File: src/rtl/core_param_pkg.sv
// core_param_pkg: opcodes, FSM states and instruction field helpers for core_param.
package core_param_pkg;
    localparam logic [3:0] OP_NOP   = 4'h0;
    localparam logic [3:0] OP_LDI   = 4'h1;
    localparam logic [3:0] OP_MOV   = 4'h2;
    localparam logic [3:0] OP_MVA   = 4'h3;
    localparam logic [3:0] OP_ADD   = 4'h4;
    localparam logic [3:0] OP_SUB   = 4'h5;
    localparam logic [3:0] OP_MUL   = 4'h6;
    localparam logic [3:0] OP_INC   = 4'h7;
    localparam logic [3:0] OP_LOAD  = 4'h8;
    localparam logic [3:0] OP_STORE = 4'h9;
    localparam logic [3:0] OP_JZ    = 4'hA;
    localparam logic [3:0] OP_JNZ   = 4'hB;
    localparam logic [3:0] OP_JMP   = 4'hC;
    localparam logic [3:0] OP_CID   = 4'hD;
    localparam logic [3:0] OP_DEC   = 4'hE;
    localparam logic [3:0] OP_HALT  = 4'hF;

    typedef enum logic [1:0] {S_FETCH, S_EXEC, S_MEM, S_HALT} state_t;

    function automatic int op_lsb(input int rb, input int dw);
        return rb + dw;
    endfunction

    function automatic int reg_lsb(input int dw);
        return dw;
    endfunction
endpackage

File: src/rtl/core_param_regfile.sv
// core_param_regfile: NREG x DATA_W register file, one write port, one combinational read port.
module core_param_regfile #(
    parameter int DATA_W = 8,
    parameter int NREG   = 8,
    parameter int RB     = $clog2(NREG)
) (
    input  logic              clk,
    input  logic              rst_n,
    input  logic              we,
    input  logic [RB-1:0]     waddr,
    input  logic [DATA_W-1:0] wdata,
    input  logic [RB-1:0]     raddr,
    output logic [DATA_W-1:0] rdata
);
    logic [DATA_W-1:0] regs [NREG];

    always_ff @(posedge clk or negedge rst_n) begin
        if (!rst_n) begin
            for (int i = 0; i < NREG; i++) regs[i] <= '0;
        end else if (we) begin
            regs[waddr] <= wdata;
        end
    end

    assign rdata = regs[raddr];
endmodule

File: src/rtl/core_param.sv
// core_param: accumulator core with register file, handshaked fetch and data access, per-core ID.
module core_param
    import core_param_pkg::*;
#(
    parameter int                DATA_W  = 8,
    parameter int                IADDR_W = 8,
    parameter int                DADDR_W = 8,
    parameter int                NREG    = 8,
    parameter logic [DATA_W-1:0] CIDval  = '0,
    parameter int                RB      = $clog2(NREG),
    parameter int                IW      = 4 + RB + DATA_W
) (
    input  logic               CLK,
    input  logic               RST_N,
    input  logic [IW-1:0]      Idin,
    input  logic               iacq,
    input  logic [DATA_W-1:0]  Ddin,
    input  logic               acq,
    output logic [IADDR_W-1:0] IAddress,
    output logic               ireq,
    output logic [DADDR_W-1:0] DAddress,
    output logic [DATA_W-1:0]  Ddout,
    output logic               mem_rd,
    output logic               mem_wr,
    output logic [DATA_W-1:0]  ACo,
    output logic [IW-1:0]      INS,
    output logic               halted
);
    localparam int OP_LSB  = op_lsb(RB, DATA_W);
    localparam int REG_LSB = reg_lsb(DATA_W);

    state_t             state;
    logic [IADDR_W-1:0] pc;
    logic [DATA_W-1:0]  ac;
    logic [IW-1:0]      ir;
    logic [3:0]         op;
    logic [RB-1:0]      rsel;
    logic [DATA_W-1:0]  imm;
    logic [DATA_W-1:0]  r;
    logic [DATA_W-1:0]  mul_lo;
    logic [DATA_W-1:0]  ac_next;
    logic [DATA_W-1:0]  rf_wdata;
    logic               ac_we;
    logic               rf_we;
    logic               take;
    logic               in_mem;

    assign op     = ir[OP_LSB +: 4];
    assign rsel   = ir[REG_LSB +: RB];
    assign imm    = ir[DATA_W-1:0];
    assign mul_lo = ac * r;

    core_param_regfile #(.DATA_W(DATA_W), .NREG(NREG), .RB(RB)) u_rf (
        .clk   (CLK),
        .rst_n (RST_N),
        .we    (rf_we),
        .waddr (rsel),
        .wdata (rf_wdata),
        .raddr (rsel),
        .rdata (r)
    );

    always_comb begin
        ac_we    = state == S_EXEC && (op == OP_LDI || op == OP_MVA || op == OP_ADD ||
                   op == OP_SUB || op == OP_MUL || op == OP_CID);
        ac_next  = op == OP_LDI ? imm :
                   op == OP_MVA ? r :
                   op == OP_ADD ? ac + r :
                   op == OP_SUB ? ac - r :
                   op == OP_MUL ? mul_lo : CIDval;
        rf_we    = state == S_EXEC && (op == OP_MOV || op == OP_INC || op == OP_DEC);
        rf_wdata = op == OP_MOV ? ac : op == OP_INC ? r + DATA_W'(1) : r - DATA_W'(1);
        take     = op == OP_JMP || (op == OP_JZ && r == '0) || (op == OP_JNZ && r != '0);
    end

    always_ff @(posedge CLK or negedge RST_N) begin
        if (!RST_N) begin
            state <= S_FETCH;
            pc    <= '0;
            ac    <= '0;
            ir    <= '0;
        end else begin
            case (state)
                S_FETCH: if (iacq) begin
                    ir    <= Idin;
                    pc    <= pc + IADDR_W'(1);
                    state <= S_EXEC;
                end
                S_EXEC: begin
                    if (ac_we) ac <= ac_next;
                    if (state == S_EXEC && take) pc <= imm[IADDR_W-1:0];
                    state <= (op == OP_LOAD || op == OP_STORE) ? S_MEM :
                             op == OP_HALT ? S_HALT : S_FETCH;
                end
                S_MEM: if (acq) begin
                    if (op == OP_LOAD) ac <= Ddin;
                    state <= S_FETCH;
                end
                default: state <= S_HALT;
            endcase
        end
    end

    // Requests decode straight from state; the fetch request is also gated by reset itself.
    assign in_mem   = state == S_MEM;
    assign ireq     = RST_N && state == S_FETCH;
    assign mem_rd   = in_mem && op == OP_LOAD;
    assign mem_wr   = in_mem && op == OP_STORE;
    assign DAddress = in_mem ? r[DADDR_W-1:0] : '0;
    assign Ddout    = ac;
    assign IAddress = pc;
    assign ACo      = ac;
    assign INS      = ir;
    assign halted   = state == S_HALT;
endmodule

File: config.mk
export PLATFORM = sky130hd
export DESIGN_NAME = core_param
export DESIGN_NICKNAME = d
export VERILOG_FILES = /design/src/rtl/core_param_pkg.sv /design/src/rtl/core_param_regfile.sv /design/src/rtl/core_param.sv
export SDC_FILE = /design/constraint.sdc
export NUM_CORES = 1
export LEC_CHECK = 0
export CAP_MARGIN = 20
export CORE_ASPECT_RATIO = 1.5
export CORE_MARGIN = 4
export CORE_UTILIZATION = 52
export CTS_CLUSTER_SIZE = 28
export DETAILED_ROUTE_END_ITERATION = 10
export GPL_ROUTABILITY_DRIVEN = 0
export PLACE_DENSITY = 0.76
export SYNTH_ARGS = -nofsm -noshare
export SYNTH_HDL_FRONTEND = slang
export SYNTH_SLANG_ARGS = --single-unit
File: constraint.sdc
create_clock -name CLK -period 4.63 [get_ports CLK]
set_input_delay 0.926 -clock CLK [delete_from_list [all_inputs] [get_ports CLK]]
set_output_delay 0.926 -clock CLK [all_outputs]
set_load 0.005 [all_outputs]
== Yosys cells after proc, flatten, opt, wreduce, memory -nomap -nowiden ==
Index checks and enable logic that the tools add are counted.
W data, S select, Z words.

* Register bits after elaboration: 97
* Bits in latches: 0
* Bits in writable memories: 0
* ROM bits: 0
* Input port bits: 27
* Output and inout port bits: 51
* Word-level logic and storage cells: 98
* Memories kept: 0

* $add $sub $neg: 5
* $mul: 1
* Div/mod/pow operators: 0
* Order comparisons: 2
* Equality and inequality tests: 23
* Shifts and indexed selects: 0
* Muxes and demuxes: 26
* Bitwise logic cells: 1
* Reductions and logical operators: 28

{| class="wikitable"
|+ Operators with widths
! kind !! number
|-
| $mux W8 || 16
|-
| $bwmux W64 || 1
|-
| $eq A4 B4 Y1 const B || 8
|-
| $pmux W8 S2 || 2
|-
| $bmux W8 S3 || 1
|-
| $demux W8 S3 || 1
|-
| $add A8 B1 Y8 const B || 2
|-
| $eq A4 B3 Y1 const B || 4
|-
| $logic_or A1 B1 Y1 || 10
|-
| $logic_and A1 B1 Y1 || 9
|-
| $add A8 B8 Y8 || 1
|-
| $eq A4 B2 Y1 const B || 2
|-
| $logic_not A8 Y1 || 1
|-
| $mul A8 B8 Y8 || 1
|-
| $mux W2 || 4
|-
| $reduce_bool A8 Y1 || 1
|-
| $sub A8 B1 Y8 const B || 1
|-
| $sub A8 B8 Y8 || 1
|-
| $ne A2 B2 Y1 const B || 3
|-
| $pmux W2 S3 || 1
|-
| $eq A2 B2 Y1 const B || 2
|-
| $eq A4 B1 Y1 const B || 1
|-
| $ge A4 B4 Y1 const B || 1
|-
| $lt A4 B1 Y1 const B || 1
|-
| 8 further kinds || 11
|}

== Depth between registers and ports, before layout ==
Gate-level depths: netlist (run 1).

* Word-level depth: 12
* Depth in mapped cells: 23
* Depth with buffers taken out: 20

== By module ==
Synthesis (run 1) repeated with hierarchy kept, for this count alone.

* Cells, all modules: 655
* Area, all modules: 6,982.9 um^2

{| class="wikitable"
|+ By module, submodules not included
! module !! instances !! cells an instance !! area each (um^2) !! sequential area each (um^2)
|-
| core_param || 1 || 483 || 3,990.1 || 825.8
|-
| core_param_regfile || 1 || 172 || 2,992.9 || 1,601.5
|}

== Worst setup path before layout (run 1) ==
OpenSTA, ideal clock, no wires.

* Path type: reg2reg
* From: register ir[9], in the netlist INS[9]
* To: register ac[7], in the netlist ACo[7]
* Library setup time: 0.128 ns
* Data arrival time: 4.824 ns
* Data required time: 4.502 ns
* Setup slack: -0.322 ns
* Cell stages (with the launch flop): 23
* Path buffers: 3
* Period minus slack after synthesis: 4.952 ns
* Cell sequence: dfrtp_1 buf_4 buf_2 buf_2 a221oi_1 o22ai_1 ha_1 inv_1 fa_1 inv_1 fa_1 ha_1 inv_1 fa_1 inv_1 ha_1 a21o_1 a21oi_1 xnor2_1 xnor2_1 xnor3_1 nand3_1 a31oi_1

* Word-level cells in the longest chain between the ends: 12
* Elaborated cells on any way between the ends: 14
* Those cells by class: 2 x add/sub; 1 x mul; 10 x mux; 1 x bitwise

{| class="wikitable"
|+ Ends and longest elaborated chain
! what !! line !! source
|-
| start: declaration || core_param.sv:35 || <nowiki>logic [IW-1:0] ir;</nowiki>
|-
| start signal: assignment || core_param.sv:85 || <nowiki>ir <= Idin;</nowiki>
|-
| $not A3 Y4 (implied by the code) (*) || core_param_regfile.sv:25 || <nowiki>assign rdata = regs[raddr];</nowiki>
|-
| $bmux W8 S3 (*) || core_param_regfile.sv:25 ||
|-
| $mux W8 (implied by the code) (*) (2 in series) || core_param_regfile.sv:25 ||
|-
| $mul A8 B8 Y8 || core_param.sv:51 || <nowiki>assign mul_lo = ac * r;</nowiki>
|-
| $mux W8 || core_param.sv:70 || <nowiki>op == OP_MUL ? mul_lo : CIDval;</nowiki>
|-
| $mux W8 || core_param.sv:69 || <nowiki>op == OP_SUB ? ac - r :</nowiki>
|-
| $mux W8 || core_param.sv:68 || <nowiki>op == OP_ADD ? ac + r :</nowiki>
|-
| $mux W8 (*) || core_param.sv:67 || <nowiki>op == OP_MVA ? r :</nowiki>
|-
| $mux W8 (*) || core_param.sv:66 || <nowiki>ac_next = op == OP_LDI ? imm :</nowiki>
|-
| $mux W8 (*) || core_param.sv:90 || <nowiki>if (ac_we) ac <= ac_next;</nowiki>
|-
| $pmux W8 S2 (*) || core_param.sv:83 || <nowiki>case (state)</nowiki>
|-
| end signal: assignment || core_param.sv:90 ||
|-
| end signal: assignment || core_param.sv:96 || <nowiki>if (op == OP_LOAD) ac <= Ddin;</nowiki>
|-
| end: declaration || core_param.sv:34 || <nowiki>logic [DATA_W-1:0] ac;</nowiki>
|}

Every way passes the cells marked *; elsewhere a longest branch is shown, timed or not. The select of a mux whose other input is x is not followed.
A chain may end at the register's enable or synchronous reset.

== Final worst setup path (run 1) ==
* From: register ir[8], in the netlist INS[8]
* To: register ac[7], in the netlist ACo[7]

Same word-level chain as after synthesis.

==> results of run 1 <==
## through the flow
step                      cells  setup slack, ns  hold slack (ns)  TNS (ns)
after floorplan             722         0.004635           0.4446         0
after global placement      975         -0.05121           0.4597  -0.09208
after detailed placement    975          -0.1844           0.4752   -0.3439
after CTS                  1013         0.002770           0.4585         0
after global routing       1020          -0.1918           0.4574   -0.3450
final                      1020          0.02150           0.4491         0
## logic make-up after synthesis
| family | after synthesis |
|---|---|
| flip-flops | 97 |
| XOR/XNOR | 25 |
| AND/OR/NAND/NOR | 246 |
| adder cells (fa/ha/maj) | 53 |
| multiplexers | 71 |
| AO/OA/AOI/OAI | 143 |
| buffers and inverters | 87 |
## area by class of cell
type	instances	area, sq um	area share, %
repair buffers	160	1430	16.07
multi-input cells	538	4365	49.06
inverters	50	190.2	2.138
clock inverters	5	38.79	0.4359
flip-flops and latches	97	2431	27.32
clock buffers	11	242.7	2.728
well taps	159	198.9	2.236
## synthesized netlist by cell type, types with 15 or more instances
cell type  count  share of area, %
dfrtp_1       97                35
fa_1          15               4.3
clkbuf_1      18              0.98
nand2_1       99               5.4
inv_1         46               2.5
o21ai_0       33               2.4
nor3_1        18               1.3
nor2b_1       16               1.4
mux2_2        47               7.6
nor2_1        54               2.9
a21oi_1       39               2.8
ha_1          38               6.9
## flip-flops by register name (all words and copies together), names as in the netlist
register   flops
ACo            8
INS           15
u_rf.regs     64
state          2
IAddress       8
## routing by layer
| metal | up-vias | part of all wire [%] |
|---|---|---|
| met5 | - | 0 |
| met4 | 0 | 7.5 |
| met3 | 129 | 7.6 |
| met2 | 366 | 51 |
| met1 | 3055 | 34 |
| li1 | 2795 | - |
## timing repair
| action | in CTS | in global routing |
|---|---|---|
| resized for setup | 20 | 33 |
| endpoints found under the hold margin | 0 | 0 |
| pin swaps | 9 | 29 |
| buffers inserted | 22 | 5 |
| setup endpoints to repair | 2 | 20 |
| cloned | 0 | 1 |
## worst max-delay path by stage
stage,startpoint,end,slack [ns],depth (start not counted)
floorplan,INS[8],ACo[7],0.005,22
global placement,INS[8],ACo[7],-0.05,20
detailed placement,INS[8],ACo[7],-0.18,20
CTS,INS[8],ACo[7],0.003,19
global route,INS[8],ACo[7],-0.19,20
finish,INS[8],ACo[7],0.02,19
## power breakdown
part           total [mW]  switching (mW)  leakage (nW)  internal [mW]
Clock               0.717           0.333         0.137          0.383
Combinational        5.60            3.07          2.63           2.53
Sequential           1.61           0.409          1.26           1.20
Total                7.92            3.81          4.03           4.11
## critical path, delay by kind of cell (launching register included)
family          cells  cell delay [ns]
fa+ha+maj           5             2.27
xor+xnor            3             0.56
buf+inv             5             0.43
compound gates      2             0.12
flops               1             0.48
mux                 2             0.48
simple gates        2             0.15
==> flow_summary.json, run 1 <==
{
  "dieArea_sq_um": 15260,
  "synth_edf_count": 0,
  "grt_max_degree": 81,
  "power.total_mw": 7.923,
  "end_kind": "flop",
  "clock_skew_ns": 0.009101,
  "synthSimpleGateAreaFrac_pct": 16.98,
  "met1_usage_pct": 33.09,
  "grt_util_all_layers_pct": 28.92,
  "ir_worst_vdd_mv": 0.3984,
  "clk_pin_slew_ns": 0.07,
  "worstPathMaxFanout": 6,
  "synth_cell_types": 72,
  "routed-via-count": 6345,
  "reg2reg_slack_ns": 0.02,
  "grtUsageMet2_pct": 48.47,
  "cp-start-kind": "flop",
  "fp.dieH_um": 149.3,
  "maxSlewViolCount": 0,
  "hold_path_class": "input pin to asynchronous set/reset pin",
  "final.min_clock_period_ns": 4.608,
  "fill_cells": 953,
  "core_sq_um": 13020,
  "ys_async_sr_fraction_pct": 100.0,
  "clock_latency_ns": 0.35,
  "finish.utilization_pct": 68.35,
  "fin_area_sq_um": 8897,
  "crit_path_cell_trace": "buf_6 > mux4_2 > mux2i_4 > inv_2 > nand2_2 > fa_2 > fa_1 > inv_2 > fa_1 > inv_2 > fa_2 > inv_2 > ha_4 > a21oi_2 > xnor2_1 > xnor2_1 > xnor3_1 > nand3_1 > a31oi_1",
  "cp_data_required_time_ns": 4.85,
  "cts_max_level": 3,
  "synth-seq-area-share_pct": 35.08,
  "portBuffers": 77,
  "die_width_um": 102.2,
  "placement.cell_area_sq_um": 8178,
  "num-nets-final": 936,
  "routed_wl_um": 22170,
  "clk_path_buf_depth": 2,
  "ys_ff_latch": 97,
  "max_slew_margin_pct": 31.16,
  "final_cell_mix": "95 x nand2_1, 94 x dfrtp_1, 78 x buf_4",
  "rr_startpoint": "INS[8]",
  "antenna_left": 0,
  "grt_pass1_wl_um": 33640,
  "leakagePower_nw": 4.033,
  "dr.first_iter.drc_count": 552,
  "setup_violations": 0,
  "worstPathArrival_ns": 4.83,
  "fmax_mhz": 217.0,
  "cts_tree": "yes",
  "grt_busiest_layer": "met2",
  "post_synth.cell_area_avg_sq_um": 9.585,
  "hold_viol_final": 0,
  "r2r-end": "ACo[7]",
  "syn_inst": 722,
  "layout_commonest_cell": "nand2_1",
  "avgViaCountPerCell": 6.221,
  "synth_top_family_by_area": "simple AND/OR/NAND/NOR gates",
  "min_period_over_period_pct": 99.54,
  "rows": 51,
  "cts_root_buffer": "clkbuf_16",
  "synth_compound_area_share_pct": 13.72,
  "cts_inserted_buffers": 9,
  "dp_hpwl_um": 15560,
  "cp_common_cell": "inv_2",
  "ys.flop_type": "dfrtp_1",
  "drive_gt1_share_pct": 26.36,
  "wl_per_cell_um": 21.73,
  "cap_violations": 0,
  "area_delta_synth_final_pct": 28.57,
  "drc": 0,
  "pin_count": 78,
  "clkSinkCount": 97,
  "antenna_found_initial": 0,
  "initial_core_util_pct": 53.16,
  "syn_area_sq_um": 6920,
  "antennaDiodeCount": 0,
  "ff2ff_path_depth": 19,
  "worstSetupPathType": "flop to flop",
  "syn-num-nets": 802,
  "rsz0062_at_grt": "yes",
  "yosys.area_share.xor_xnor_pct": 4.032,
  "slowest_delay_ns": 0.56,
  "status": "finished, final reports clean",
  "power_density_nw_per_um2": 890.5,
  "muxShareOfSynthArea_pct": 13.43,
  "worst_pin_slew_ns": 1.026,
  "synthAdderAreaFrac_pct": 11.21,
  "cp_slowest_cell": "fa_1",
  "dr.pass1.iters": 8,
  "holdBufCountCts": 0,
  "gr-total-overflow": 0,
  "grt_pass1_vias": 6429,
  "yosysWarnings": 0,
  "met3_usage_pct": 5.101
}
Power figures use the tool's default switching activity.
==> run 2, diff against run 1 <==
--- a/config.mk
+++ b/config.mk
@@ -11,7 +11,6 @@
 export CORE_UTILIZATION = 52
 export CTS_CLUSTER_SIZE = 28
 export DETAILED_ROUTE_END_ITERATION = 10
-export GPL_ROUTABILITY_DRIVEN = 0
 export PLACE_DENSITY = 0.76
 export SYNTH_ARGS = -nofsm -noshare
 export SYNTH_HDL_FRONTEND = slang
==> constraint.sdc (replaced) <==
create_clock -name CLK -period 4.63 [get_ports CLK]
set_input_delay 0.463 -clock CLK [delete_from_list [all_inputs] [get_ports CLK]]
set_output_delay 0.463 -clock CLK [all_outputs]
set_load 0.005 [all_outputs]
==> run 2 against run 1 <==
Compared with the run above: the flow now finishes with violations (negative setup slack); final cell count increased by 0.29%; sequential cell count did not move; non-clock buffer count increased by 3; combinational power barely moved; setup slack lost 0.12 ns; count of clock-buffer cells in the layout stayed put; largest cell class unchanged.
==> flow_summary.json, run 2 (synthesized netlist as in run 1, its figures left out) <==
{
  "worstPathArrival_ns": 5.00,
  "clk_pin_slew_ns": 0.07,
  "combPwrFrac_pct": 70.0,
  "initial_core_util_pct": 53.16,
  "stdcell_count": 1023,
  "placement.cell_area_sq_um": 8248,
  "final.min_clock_period_ns": 4.732,
  "core_sq_um": 13020,
  "setup_violations": 2,
  "worstSetupPathType": "flop to flop",
  "multi_input_area_sq_um": 4340,
  "cts_max_level": 3,
  "place.gp.congestion": 1.038,
  "worst_pin_slew_ns": 1.024,
  "wl_per_cell_um": 21.62,
  "routed-via-count": 6254,
  "worstPathMaxFanout": 6,
  "clkSinkCount": 97,
  "grt_pass1_vias": 6438,
  "fill_cells": 964,
  "hold_viol_final": 0,
  "cp_slowest_cell": "fa_1",
  "pin_count": 78,
  "rows": 51,
  "hold_path_class": "input pin to asynchronous set/reset pin",
  "swShare_pct": 47.22,
  "status": "finished with violations",
  "area_delta_synth_final_pct": 29.47,
  "num-nets-final": 939,
  "cts_tree": "yes",
  "cp-start-kind": "flop",
  "antennaDiodeCount": 0,
  "cts_inserted_buffers": 9,
  "setup_ws_ns": -0.1016,
  "grt_util_all_layers_pct": 29.20,
  "portBuffers": 77,
  "antenna_found_initial": 0,
  "grt_max_degree": 66,
  "fp.dieH_um": 149.3,
  "final-seq-area_sq_um": 2431,
  "cp_num_buf_inv": 7,
  "crit_path_cell_trace": "buf_12 > buf_12 > and3b_2 > a21oi_2 > o22ai_4 > buf_6 > nand2_2 > fa_2 > fa_1 > inv_1 > fa_1 > inv_1 > fa_1 > inv_2 > ha_4 > buf_4 > xor2_2 > o21ai_1 > nand3_1 > nand3_1 > o32ai_2 > a31oi_1",
  "grt_pass1_wl_um": 33900,
  "largest_reg_flops": 64,
  "min_period_over_period_pct": 102.2,
  "fmax_mhz": 211.3,
  "p_int_mw": 4.200,
  "power_density_nw_per_um2": 888.1,
  "drive_gt1_share_pct": 25.81,
  "routed_wl_um": 22110,
  "max_slew_margin_pct": 31.42,
  "critPathTopFamily": "adder cells",
  "dieArea_sq_um": 15260,
  "clk_path_buf_depth": 2,
  "clock_latency_ns": 0.35,
  "layout_commonest_cell": "nand2_1",
  "avgViaCountPerCell": 6.113,
  "leakagePower_nw": 4.060,
  "top_register": "u_rf.regs",
  "cts_root_buffer": "clkbuf_16",
  "post-place-ws_ns": -0.3263,
  "netSwitchingPower_mw": 3.757,
  "clock_skew_ns": 0.008259,
  "cp_data_required_time_ns": 4.90,
  "maxSlewViolCount": 0,
  "holdBufCountCts": 0,
  "drc": 0,
  "violations": "negative setup slack",
  "dr.first_iter.drc_count": 442,
  "p_clk_share_pct": 10.0,
  "placed_cells": 981,
  "fin_area_sq_um": 8960,
  "die_width_um": 102.2,
  "dr.pass1.iters": 5,
  "p_seq_share_pct": 20.0,
  "cap_violations": 0,
  "dp_hpwl_um": 15730,
  "final_cell_mix": "97 x nand2_1, 94 x dfrtp_1, 81 x buf_4",
  "end_kind": "flop",
  "antenna_left": 0,
  "gr-total-overflow": 0,
  "rsz0062_at_grt": "yes",
  "slowest_delay_ns": 0.49,
  "cp_common_cell": "fa_1",
  "ir_worst_vdd_mv": 0.4058
}
-- run 2: power by group through the flow --
stage / Sequential (mW) / Clock (mW) / Combinational [mW]
2_1_floorplan: 1.45 / 0 / 3.22
5_1_grt: 1.62 / 0.841 / 5.98
3_5_place_dp: 1.58 / 0 / 4.94
3_3_place_gp: 1.55 / 0 / 4.78
6_report: 1.59 / 0.797 / 5.57
4_1_cts: 1.57 / 0.811 / 5.26
-- run 2: final timing paths --
check | depth (start not counted) | startpoint | to | slack, ns
worst max-delay path | 22 | INS[10] | ACo[6] | -0.10
worst min-delay path | 1 | RST_N | IAddress[7] | 0.06
worst max register to register | 22 | INS[10] | ACo[6] | -0.10
worst min register to register | 2 | u_rf.regs[0] | u_rf.regs[0] | 0.50
max in group asynchronous | 2 | RST_N | INS[9] | 3.35
min in group CLK | 2 | u_rf.regs[0] | u_rf.regs[0] | 0.50
-- run 2: stage by stage --
step	hold WS [ns]	util (%)	total power [mW]	setup TNS, ns
after global placement	0.4332	63.36	6.333	-0.2311
final	0.06273	68.83	7.957	-0.1594
after CTS	0.06279	67.89	7.642	0
after global routing	0.09065	68.83	8.442	-0.4460
after floorplan	0.1674	-	4.663	0
after detailed placement	0.4411	63.36	6.523	-0.6498
-- run 2: repair_timing --
| action | 4_1_cts | 5_1_grt |
|---|---|---|
| setup endpoints to repair | 3 | 2 |
| gates cloned | 1 | 0 |
| buffers inserted | 21 | 5 |
| resized for setup | 32 | 13 |
| pin swaps | 20 | 12 |
-- run 2: cell type report --
| class | instances | share of cell area, % |
|---|---|---|
| Tap cell | 159 | 2.220 |
| Multi-Input combinational cell | 538 | 48.44 |
| Timing Repair Buffer | 163 | 16.51 |
| Clock buffer | 11 | 2.821 |
| Inverter | 50 | 2.123 |
| Clock inverter | 5 | 0.7541 |
| Sequential cell | 97 | 27.13 |
-- run 2: worst register-to-register path, delay by kind of cell, from the launching register on --
kind,cells,cell delay [ns]
flip-flops,1,0.43
buffers and inverters,7,0.71
AO/OA/AOI/OAI,5,0.73
adder cells (fa/ha/maj),5,2.07
XOR/XNOR,1,0.19
AND/OR/NAND/NOR,4,0.51
-- run 2: per-layer routing --
metal / vias up / global-route usage (%) / routed length, um
li1: 2789 / - / -
met1: 3030 / 33.34 / 7715
met2: 314 / 49.28 / 11230
met3: 121 / 5.194 / 1425
met4: 0 / 18.98 / 1740
met5: - / 0 / 0
==> run 3, diff against run 2 <==
--- a/config.mk
+++ b/config.mk
@@ -8,10 +8,12 @@
 export CAP_MARGIN = 20
 export CORE_ASPECT_RATIO = 1.5
 export CORE_MARGIN = 4
-export CORE_UTILIZATION = 52
+export CORE_UTILIZATION = 58
 export CTS_CLUSTER_SIZE = 28
 export DETAILED_ROUTE_END_ITERATION = 10
-export PLACE_DENSITY = 0.76
+export DONT_BUFFER_PORTS = 1
+export MAX_ROUTING_LAYER = met4
+export PLACE_DENSITY = 0.74
 export SYNTH_ARGS = -nofsm -noshare
 export SYNTH_HDL_FRONTEND = slang
 export SYNTH_SLANG_ARGS = --single-unit
==> run 3 against run 2 <==
Compared with the run above: the run still ends with negative setup slack left; clock skew rose by 0.00080 ns; utilization up 1.8 points; worst hold slack lost 0.032 ns; via count is 5.8% lower; maximum frequency grew 0.91%; critical endpoint is now ACo[7]; non-clock buffer count decreased by 94; die area down 9.7%; wire length shrank 2.4%; first-iteration DRC count decreased by 3.8%; final cell count decreased by 10%; sequential cell count is the same.
==> flow_summary.json, run 3 (synthesized netlist as in run 1, its figures left out) <==
{
  "status": "finished with violations",
  "violations": "negative setup slack",
  "wl_per_cell_um": 23.42,
  "reg2reg_slack_ns": -0.06,
  "initial_core_util_pct": 59.70,
  "end_kind": "flop",
  "dieArea_sq_um": 13780,
  "grt_pass1_vias": 6186,
  "portBuffers": 0,
  "grt_max_degree": 98,
  "cp_common_cell": "inv_2",
  "clkSinkCount": 97,
  "pin_count": 78,
  "dr.first_iter.drc_count": 425,
  "ff2ff_path_depth": 20,
  "slowest_delay_ns": 0.56,
  "final_cell_mix": "95 x dfrtp_1, 94 x nand2_1, 55 x buf_4",
  "clock_latency_ns": 0.35,
  "cts_root_buffer": "clkbuf_16",
  "cts_max_level": 3,
  "area_delta_synth_final_pct": 18.26,
  "fmax_mhz": 213.3,
  "layout_commonest_cell": "dfrtp_1",
  "final.min_clock_period_ns": 4.689,
  "clock_skew_ns": 0.009062,
  "fin_setup_tns_ns": -0.08145,
  "rsz0062_at_grt": "yes",
  "worst_pin_slew_ns": 1.064,
  "fp.dieH_um": 141.8,
  "setup_ws_ns": -0.05896,
  "max_slew_margin_pct": 28.68,
  "routed_wl_um": 21570,
  "cp_slowest_cell": "fa_1",
  "antenna_left": 0,
  "r2r-end": "ACo[7]",
  "antenna_found_initial": 1,
  "setup_violations": 2,
  "cap_violations": 0,
  "rr_startpoint": "INS[8]",
  "cp_data_required_time_ns": 4.85,
  "maxSlewViolCount": 0,
  "crit_path_cell_trace": "buf_12 > mux2i_2 > a211o_1 > o211a_4 > inv_6 > nand2_4 > fa_2 > fa_1 > inv_2 > fa_1 > inv_2 > fa_2 > inv_2 > ha_4 > a21oi_4 > xnor2_2 > xnor2_1 > xnor3_1 > nand3_1 > a31oi_1",
  "place.gp.congestion": 0.9796,
  "largest_reg_flops": 64,
  "grt_util_all_layers_pct": 31.43,
  "avgViaCountPerCell": 6.398,
  "cp_num_buf_inv": 5,
  "hold_path_class": "input pin to asynchronous set/reset pin",
  "fin_area_sq_um": 8184,
  "routed-via-count": 5893,
  "worstPathMaxFanout": 6,
  "worstSetupPathType": "flop to flop",
  "core_sq_um": 11590,
  "num-nets-final": 845,
  "stdcell_count": 921,
  "dr.pass1.iters": 7,
  "dp_hpwl_um": 15580,
  "worstPathArrival_ns": 4.91,
  "placed_cells": 886,
  "rows": 48,
  "die_width_um": 97.19,
  "clk_path_buf_depth": 2,
  "cts_tree": "yes",
  "cp-start-kind": "flop",
  "clk_pin_slew_ns": 0.07,
  "hold_viol_final": 0,
  "top_register": "u_rf.regs",
  "min_period_over_period_pct": 101.3,
  "drive_gt1_share_pct": 28.70,
  "gr-total-overflow": 0,
  "placement.cell_area_sq_um": 7393,
  "cts_inserted_buffers": 9,
  "grt_pass1_wl_um": 32790,
  "critPathTopFamily": "adder cells",
  "drc": 0
}
[run 3: worst max-delay path by stage]
stage,from,endpoint,cells after the start
after floorplan,INS[8],ACo[7],22
after global placement,INS[10],ACo[7],20
after detailed placement,INS[10],ACo[6],20
after CTS,INS[10],ACo[6],21
after global routing,INS[8],ACo[7],20
final,INS[8],ACo[7],20
[run 3: per-layer routing]
layer,up-vias,share of wire [%],GRT usage [%]
met5,-,0,-
met4,0,6.4,21.01
li1,2609,-,-
met1,2934,35,32.75
met3,98,5.8,6.247
met2,252,52,53.68
[run 3: layout make-up]
class	count	area, sq um
multi-input combinational	538	4443
fill	834	3407
sequential	97	2430
timing repair buffer	69	615.6
clock buffer	11	252.7
inverter	50	192.7
tap	150	187.7
clock inverter	5	60.06
antenna	1	2.502
[run 3: what timing repair did]
action	CTS	global route
resized for setup	34	40
pin swaps	20	40
hold buffers	1	0
buffers inserted	10	7
hold endpoints to repair	97	0
setup endpoints to repair	3	3
cloned	1	0
[run 3: worst reg2reg max path, cell delays in order (launching register included)]
cell	delay, ns
dfrtp_2	0.44
buf_12	0.15
mux2i_2	0.15
a211o_1	0.32
o211a_4	0.18
inv_6	0.09
nand2_4	0.05
fa_2	0.36
fa_1	0.50
inv_2	0.05
fa_1	0.56
inv_2	0.05
fa_2	0.55
inv_2	0.05
ha_4	0.31
a21oi_4	0.07
xnor2_2	0.16
xnor2_1	0.14
xnor3_1	0.23
nand3_1	0.08
a31oi_1	0.07
[run 3: metrics by stage]
step	setup slack [ns]	hold WS [ns]	util, %
2_1_floorplan	0.004635	0.1674	-
3_3_place_gp	-0.1295	0.1717	63.78
3_5_place_dp	-0.2825	0.1708	63.78
4_1_cts	0.0009495	0.06062	68.60
5_1_grt	-0.1713	0.07517	70.61
6_report	-0.05896	0.03080	70.61
Power of run 3 is not shown: default switching activity piles up to over one toggle a cycle in this logic, so the estimate is an artifact.
